<file path="config.mk">
export PLATFORM = sky130hd
export DESIGN_NAME = exe_arbiter
export DESIGN_NICKNAME = d
export VERILOG_FILES = /design/src/rtl/exe_arb_pkg.sv /design/src/rtl/exe_arb_rr_pick.sv /design/src/rtl/exe_arbiter.sv
export SDC_FILE = /design/constraint.sdc
export NUM_CORES = 1
export LEC_CHECK = 0
export CORE_AREA = 2 2 161 163
export CTS_CLUSTER_SIZE = 25
export DETAILED_ROUTE_END_ITERATION = 16
export DIE_AREA = 0 0 163 165
export PLACE_DENSITY = 0.7
export SLEW_MARGIN = 20
export SYNTH_ARGS = -nofsm -noshare
export SYNTH_HDL_FRONTEND = slang
export SYNTH_SLANG_ARGS = --single-unit
</file>
<file path="constraint.sdc">
create_clock -name i_clk -period 8.1 [get_ports i_clk]
set_clock_uncertainty 0.2 [all_clocks]
set_input_delay 0.81 -clock i_clk [delete_from_list [all_inputs] [get_ports i_clk]]
set_output_delay 0.81 -clock i_clk [all_outputs]
set_load 0.1 [all_outputs]
</file>
<file path="src/rtl/exe_arb_pkg.sv">
// Shared definitions for the execution-unit arbiter: FSM states, the default
// opcode width and the opcode encodings understood by the shared datapath.
package exe_arb_pkg;

    typedef enum logic [1:0] {
        IDLE = 2'd0,
        EXEC = 2'd1,
        RESP = 2'd2
    } state_t;

    localparam int OPW_DEF = 3;

    // Opcodes shared with the execution unit; comparisons return 0/1 in bit 0.
    localparam logic [OPW_DEF-1:0] OP_CMP_EQ  = 3'd0;
    localparam logic [OPW_DEF-1:0] OP_CMP_LT  = 3'd1;
    localparam logic [OPW_DEF-1:0] OP_CMP_LTU = 3'd2;
    localparam logic [OPW_DEF-1:0] OP_ADD     = 3'd3;
    localparam logic [OPW_DEF-1:0] OP_SUB     = 3'd4;
    localparam logic [OPW_DEF-1:0] OP_AND     = 3'd5;
    localparam logic [OPW_DEF-1:0] OP_OR      = 3'd6;
    localparam logic [OPW_DEF-1:0] OP_XOR     = 3'd7;

endpackage

</file>
<file path="src/rtl/exe_arb_rr_pick.sv">
// Combinational requester picker. Round-robin by default: the first set
// request at or above ptr wins, wrapping from N-1 to 0.
// Build option EXE_ARB_PRIO_EN: fixed priority, lowest index wins, ptr ignored.
module exe_arb_rr_pick #(
    parameter int N = 4,
    localparam int IDW = $clog2(N)
) (
    input  logic [N-1:0]   req,
    input  logic [IDW-1:0] ptr,
    output logic [N-1:0]   gnt,
    output logic [IDW-1:0] id
);

    int base;

`ifdef EXE_ARB_PRIO_EN
    logic unused_ptr;
    assign unused_ptr = ^ptr;
    assign base = 0;
`else
    assign base = int'(ptr);
`endif

    // Scan upward from base with wrap; first hit becomes the one-hot winner.
    always_comb begin
        int  idx;
        logic found;
        gnt   = '0;
        id    = '0;
        found = 1'b0;
        idx   = 0;
        for (int i = 0; i < N; i++) begin
            idx = base + i;
            if (idx >= N) idx = idx - N;
            if (!found && req[idx]) begin
                found    = 1'b1;
                gnt[idx] = 1'b1;
                id       = IDW'(idx);
            end
        end
    end

endmodule

</file>
<file path="src/rtl/exe_arbiter.sv">
// Round-robin arbiter/sequencer sharing one execution unit between N
// requesters. One operation in flight: operands are latched on grant, held on
// o_exe_* for EXE_LAT cycles, then the result is returned tagged with the ID.
// Build option EXE_ARB_PRIO_EN selects fixed (lowest index) priority.
module exe_arbiter
    import exe_arb_pkg::*;
#(
    parameter int BITS    = 32,
    parameter int N       = 4,
    parameter int OPW     = OPW_DEF,
    parameter int EXE_LAT = 1,
    localparam int IDW    = $clog2(N)
) (
    input  logic              i_clk,
    input  logic              i_rst,
    input  logic [N-1:0]      i_req,
    input  logic [N*BITS-1:0] i_argA,
    input  logic [N*BITS-1:0] i_argB,
    input  logic [N*OPW-1:0]  i_oper,
    output logic [N-1:0]      o_gnt,
    output logic [BITS-1:0]   o_exe_argA,
    output logic [BITS-1:0]   o_exe_argB,
    output logic [OPW-1:0]    o_exe_oper,
    input  logic [BITS-1:0]   i_exe_result,
    output logic              o_valid,
    output logic [IDW-1:0]    o_id,
    output logic [BITS-1:0]   o_result,
    input  logic              i_ready,
    output logic              o_busy
);

    // Counter only has to hold EXE_LAT-1.
    localparam int CW = (EXE_LAT > 1) ? $clog2(EXE_LAT) : 1;

    state_t         state_q, state_d;
    logic [IDW-1:0] ptr_q, ptr_d;
    logic [IDW-1:0] id_q, id_d;
    logic [BITS-1:0] a_q, a_d, b_q, b_d, res_q, res_d;
    logic [OPW-1:0] op_q, op_d;
    logic [CW-1:0]  cnt_q, cnt_d;

    logic [N-1:0]   pick_gnt;
    logic [IDW-1:0] pick_id;

    exe_arb_rr_pick #(
        .N (N)
    ) u_pick (
        .req (i_req),
        .ptr (ptr_q),
        .gnt (pick_gnt),
        .id  (pick_id)
    );

    // Next-state, operand latch and grant decode.
    always_comb begin
        state_d = state_q;
        ptr_d   = ptr_q;
        id_d    = id_q;
        a_d     = a_q;
        b_d     = b_q;
        op_d    = op_q;
        res_d   = res_q;
        cnt_d   = cnt_q;
        o_gnt   = '0;
        unique case (state_q)
            IDLE: begin
                if (|i_req) begin
                    o_gnt   = pick_gnt;
                    a_d     = i_argA[pick_id*BITS +: BITS];
                    b_d     = i_argB[pick_id*BITS +: BITS];
                    op_d    = i_oper[pick_id*OPW +: OPW];
                    id_d    = pick_id;
                    cnt_d   = CW'(EXE_LAT - 1);
                    state_d = EXEC;
                end
            end
            EXEC: begin
                if (cnt_q == '0) begin
                    res_d   = i_exe_result;
                    state_d = RESP;
                end else begin
                    cnt_d = cnt_q - 1'b1;
                end
            end
            RESP: begin
                if (i_ready) begin
`ifdef EXE_ARB_PRIO_EN
                    ptr_d = '0;
`else
                    ptr_d = (id_q == IDW'(N - 1)) ? '0 : id_q + 1'b1;
`endif
                    state_d = IDLE;
                end
            end
            default: state_d = IDLE;
        endcase
        // Grant is combinational from i_req; keep it quiet while reset is held.
        if (i_rst) o_gnt = '0;
    end

    // State and datapath registers; reset drops any operation in flight.
    always_ff @(posedge i_clk or posedge i_rst) begin
        if (i_rst) begin
            state_q <= IDLE;
            ptr_q   <= '0;
            id_q    <= '0;
            a_q     <= '0;
            b_q     <= '0;
            op_q    <= '0;
            res_q   <= '0;
            cnt_q   <= '0;
        end else begin
            state_q <= state_d;
            ptr_q   <= ptr_d;
            id_q    <= id_d;
            a_q     <= a_d;
            b_q     <= b_d;
            op_q    <= op_d;
            res_q   <= res_d;
            cnt_q   <= cnt_d;
        end
    end

    // Shared-unit inputs are only driven while executing.
    always_comb begin
        o_exe_argA = '0;
        o_exe_argB = '0;
        o_exe_oper = '0;
        if (state_q == EXEC) begin
            o_exe_argA = a_q;
            o_exe_argB = b_q;
            o_exe_oper = op_q;
        end
    end

    assign o_valid  = (state_q == RESP);
    assign o_busy   = (state_q != IDLE);
    assign o_id     = id_q;
    assign o_result = res_q;

endmodule

</file>
Yosys cells after proc, flatten, opt, wreduce, memory -nomap -nowiden
Index checks and enable logic that the tools add are counted.
Cells by class
  add/sub/neg operators: 9
  multiply operators: 1
  magnitude comparators: 12
  eq/ne operators: 6
  shift-type cells: 3
  mux-type cells: 49
  bitwise gates (word level): 4
  reductions and logical operators: 19
Operator list (number)
  128-bit by 8-bit variable part select with 32-bit output: 2
  32-bit 2-to-1 mux: 6
  32-bit by 1-bit >= comparator with 1-bit output (second input constant): 4
  32-bit by 4-bit < comparator with 1-bit output (second input constant): 4
  32-bit by 4-bit >= comparator with 1-bit output (second input constant): 3
  32-bit by 4-bit subtractor with 32-bit output (second input constant): 3
  4-bit 2-to-1 mux: 7
  1-bit 2-to-1 mux: 17
  2-bit 2-to-1 mux: 8
  4-bit OR: 3
  12-bit by 5-bit variable part select with 3-bit output: 1
  1-bit binary-select mux with 2-bit select: 4
  1-bit demux with 2-bit select: 4
  2-bit AND reduction: 4
  1-bit logical AND: 7
  2-bit by 2-bit adder with 3-bit output (second input constant): 2
  2-bit one-hot mux with 3 select lines: 1
  2-bit == test (second input constant): 2
  2-bit by 2-bit multiplier with 4-bit output (second input constant): 1
  2-bit inequality test (second input constant): 2
  2-bit nonzero test: 2
  4-bit OR reduction: 1
  2-bit by 3-bit subtractor with 4-bit output (second input constant): 1
  2-bit by 1-bit adder with 3-bit output (second input constant): 1
  11 further kinds: 13
Word-level totals
  register bits after elaboration: 106
  input port bits: 307
  output and inout bits: 107
  logic and storage cells: 111

Depth between registers and ports, before layout
  depth in word-level cells: 18
  mapped depth: 12
  depth with buffers taken out: 8

By module
From an unflattened synthesis, not the netlist that was laid out.
Unflattened totals
  cell total of the unflattened synthesis: 443
  area total of the unflattened synthesis: 6575.1 µm²
Modules (own cells, without submodules)
  exe_arbiter: times used 1, cells an instance 392, area each 6097.1 µm², seq. area each 2627.5 µm²
  exe_arb_rr_pick: times used 1, cells an instance 51, area each 478.0 µm², seq. area each 0.0 µm²

Worst setup path after synthesis
Ideal clock, no wire load.
  path kind: input to output
  start point: in i_rst
  end point: out o_gnt[0]
  arrival: 4.963 ns
  required time: 7.090 ns
  path slack: 2.127 ns
  stages: 3
  buffers on the path: 0
  cells stage by stage: inv_1 -> nand2_1 -> a21oi_1
On the way
  word-level cells in the longest chain between the ends: 1
Ends and longest elaborated chain
  start: declaration: RTL line exe_arbiter.sv:15  | input logic i_rst,
  4-bit 2-to-1 mux: RTL line exe_arbiter.sv:98  | if (i_rst) o_gnt = '0;
  end: declaration: RTL line exe_arbiter.sv:20  | output logic [N-1:0] o_gnt,
Every way passes these cells.

Worst setup path after layout
  start point: reg ptr_q[0]
  end point: out o_gnt[3]
On the way
  word-level cells in the longest chain between the ends: 18
  elaborated cells between the ends (all ways): 66
  classes of those cells: 7 x add/sub; 12 x order compare; 34 x mux; 3 x bitwise; 10 x reduce/logical
Ends and longest elaborated chain
  start: declaration: RTL line exe_arbiter.sv:36  | logic [IDW-1:0] ptr_q, ptr_d;
  start signal: assignment: RTL line exe_arbiter.sv:114  | ptr_q <= ptr_d;
  branches (longest 14 deep; another with 32-bit by 4-bit subtractor with 32-bit output)
  4-bit 2-to-1 mux *: RTL line exe_arb_rr_pick.sv:35  | if (!found && req[idx]) begin
  4-bit 2-to-1 mux *: RTL line exe_arbiter.sv:67  | if (|i_req) begin
  4-bit 2-to-1 mux *: RTL line exe_arbiter.sv:65  | unique case (state_q)
  4-bit 2-to-1 mux *: RTL line exe_arbiter.sv:98
Every way passes the cells marked *. The select of a mux whose other input is x is not followed.

==> results.md <==
- Grt total ovfl: 0
- Antenna violations before repair: 0
- Pre-CTS WS: between 2000 and 3000 ps
- Total global-route track usage: 22.7%
- DRC viols: 0
- Primary FF master, synth: dfrtp_1
- Diode count: 0
- CTS tree: built
- Post-CTS Setup Inserts: 0
- Starting Density: 29.2%
- Layout cells sized above 1: just over 7%
- FMAX: ~0.19 GHz
- Setup violators final: 0
- Largest net degree at the start of global routing: 74
- VDD IR max: between 0.0004 and 0.0005 V
- Measured slew at the worst slew-check pin: around 1100 ps
- Post-Route WL: roughly 32 mm
- Vias per inst: 5.53
- Placer Congestion: between 0.8 and 0.9
- Global-route wire length before repair: 47.2 mm
- Clock Sinks: roughly 110
- FILL cells: around 2.4k
- Rel. slew slack: between 20% and 30%
- Synthesized area per cell: 9.44 µm²
- Clk root buf: clkbuf_16
- Cells after synthesis: about 770
- Worst min-delay path class: reg -> reg
- EDFF count, synth: 0
- Cell variety after synth: 39
- P&R area growth vs syn: 63.1%
- Top post-synthesis cells by area: dfrtp_1 36%, o221ai_1 16%, mux2i_1 9.7%
- Antenna-violating nets left: 0
- Critical path arrival: between 4000 and 5000 ps
- H-tree Lvls: 3
- YS warnings: 0
- Die X: 163 µm
- Clk buf depth: 2
- Largest area contributor in the netlist: dfrtp_1
- Total CTS buffers: 9
- Fin Setup TNS: 0 ps
- Final Power: slightly below 6 mW
- CP Capture Type: output pin
- Most frequent cells in the layout: 413 x clkdlybuf4s50_1, 134 x o221ai_1, 105 x dfrtp_1
- Clk_lat worst skew: ~350 ps
- Vias: 8078
- Core Region: between 20000 and 30000 µm²
- Status: completed
- Class of the most critical setup path: reg -> out
- Routed wire per std cell: around 22 µm
- Critical Path Fanout Max: 19
- Die Y: about 170 µm
- Clock-pin slew on the worst setup and hold paths: ~70 ps
- First-pass DRT Iterations: 5
- Post-CTS sizing: 0
- Post-Synthesis Cell Area: 7310 µm²
- Seq cells post-synth: roughly 110
- Initial DRC count: around 650
- Post-route clock period utilization: between 60% and 70%
- Top cell type's share of synthesized area: a little over a third
- FP Rows: between 50 and 60
- Final worst setup slack: approximately 2800 ps
- DP HPWL: ~22 mm
- Vias in the first global route: ~8.3k
- Die footprint: 26900 µm²
- Pleak: 4.68 nW
- Most common cell after layout, fill and taps aside: clkdlybuf4s50_1
- Syn_nets: ~1.1k
- I/O pins: around 410
- RSZ-0062 raised after global routing: false
- Register area share after synthesis: between 30% and 40%
- Hold Fails Final Rpt: 0
- PortBufs: around 410
- Hold buffer count at CTS: 0
- Max-cap violations: 0
- Critical Path Source Type: flop
- Pwr per Cell Area: between 400 and 500 nW/µm²
- CP required: just over 7000 ps
- Max-slew violations: 0
- Final worst path period need: between 5000 and 6000 ps
- Synth async-reset ratio: 100%
- Final nets: around 1.4k
final cells by class:
cell class | count | area, µm² | area share [%]
Inverter | 7 | 28.8 | 0.242
Multi-Input combinational cell | 579 | 4330 | 36.3
Sequential cell | 105 | 2630 | 22.1
Clock inverter | 7 | 66.3 | 0.557
Tap cell | 330 | 413 | 3.47
Timing Repair Buffer | 425 | 4220 | 35.5
Clock buffer | 9 | 225 | 1.89
Yosys cell counts (2+ instances only):
| master | n |
|---|---|
| ha_1 | 5 |
| clkbuf_1 | 46 |
| o221ai_1 | 134 |
| nor2_1 | 73 |
| nand2_1 | 82 |
| and2_1 | 69 |
| buf_2 | 27 |
| buf_6 | 3 |
| a221o_1 | 4 |
| mux2_2 | 35 |
| inv_1 | 7 |
| nand2b_1 | 2 |
| o21ai_0 | 6 |
| a21o_1 | 3 |
| a21oi_1 | 5 |
| buf_1 | 4 |
| nor2b_1 | 2 |
| buf_4 | 3 |
| mux2i_1 | 71 |
| o21ai_1 | 3 |
| o22a_1 | 67 |
| nand3_1 | 2 |
| dfrtp_1 | 105 |
path summary, 6_finish.rpt:
check,slack (ps),cells after the start,from,end
setup reg to reg,3580,9,ptr_q[0]$_DFFE_PP0P_,a_q[1]$_DFFE_PP0P_
max in group asynchronous,5650,3,i_rst,o_result[22]$_DFFE_PP0N_
hold / removal,280,2,a_q[5]$_DFFE_PP0P_,a_q[5]$_DFFE_PP0P_
min in group asynchronous,680,2,i_rst,o_result[23]$_DFFE_PP0N_
hold reg to reg,280,2,a_q[5]$_DFFE_PP0P_,a_q[5]$_DFFE_PP0P_
setup / recovery,2750,8,ptr_q[0]$_DFFE_PP0P_,o_gnt[3]
logic make-up (layout without fill, tap and decap cells):
logic type,count (synthesis),count (layout),share of synthesized area [%]
AOI/OAI and AO/OA,230,230,27.1
adders and majority gates,5,5,0.856
buffers and inverters,90,448,5.55
DFF,105,105,36.0
muxes,109,109,15.8
and+or+nand+nor,235,235,14.8
power by group:
part           switching, mW  internal (mW)
sequential             0.168          0.805
clock                  0.237          0.216
combinational           3.09           1.37
total                   3.49           2.39
flip-flops by register name, summed over array words and instances (netlist names):
register / count
o_id: 2
b_q: 32
state_q: 2
ptr_q: 2
a_q: 32
o_result: 32
op_q: 3
critical path: stages, from the launching register on:
cell,delay [ps]
dfrtp_1,860
inv_1,310
ha_1,500
mux2i_1,630
nor2_1,190
a221o_1,320
o21ai_0,90
a21oi_1,100
clkdlybuf4s50_1,980
metal layers:
layer / up-vias / track usage (%) / wire, µm
li1: 3669 / - / -
met1: 3883 / 27.4 / 12400
met2: 476 / 39.2 / 15800
met3: 50 / 5.80 / 3160
met4: 0 / 8.21 / 683
met5: - / 0 / 0
metrics by stage:
step	cells	util [%]	instance area [µm²]	hold WS, ps
2_1_floorplan	774	-	7310	248
3_3_place_gp	1446	46.4	11600	261
3_5_place_dp	1446	46.4	11600	265
4_1_cts	1462	47.6	11900	284
5_1_grt	1462	47.6	11900	306
6_report	1462	47.6	11900	282
No activity file was read; power rests on OpenSTA's default activity.
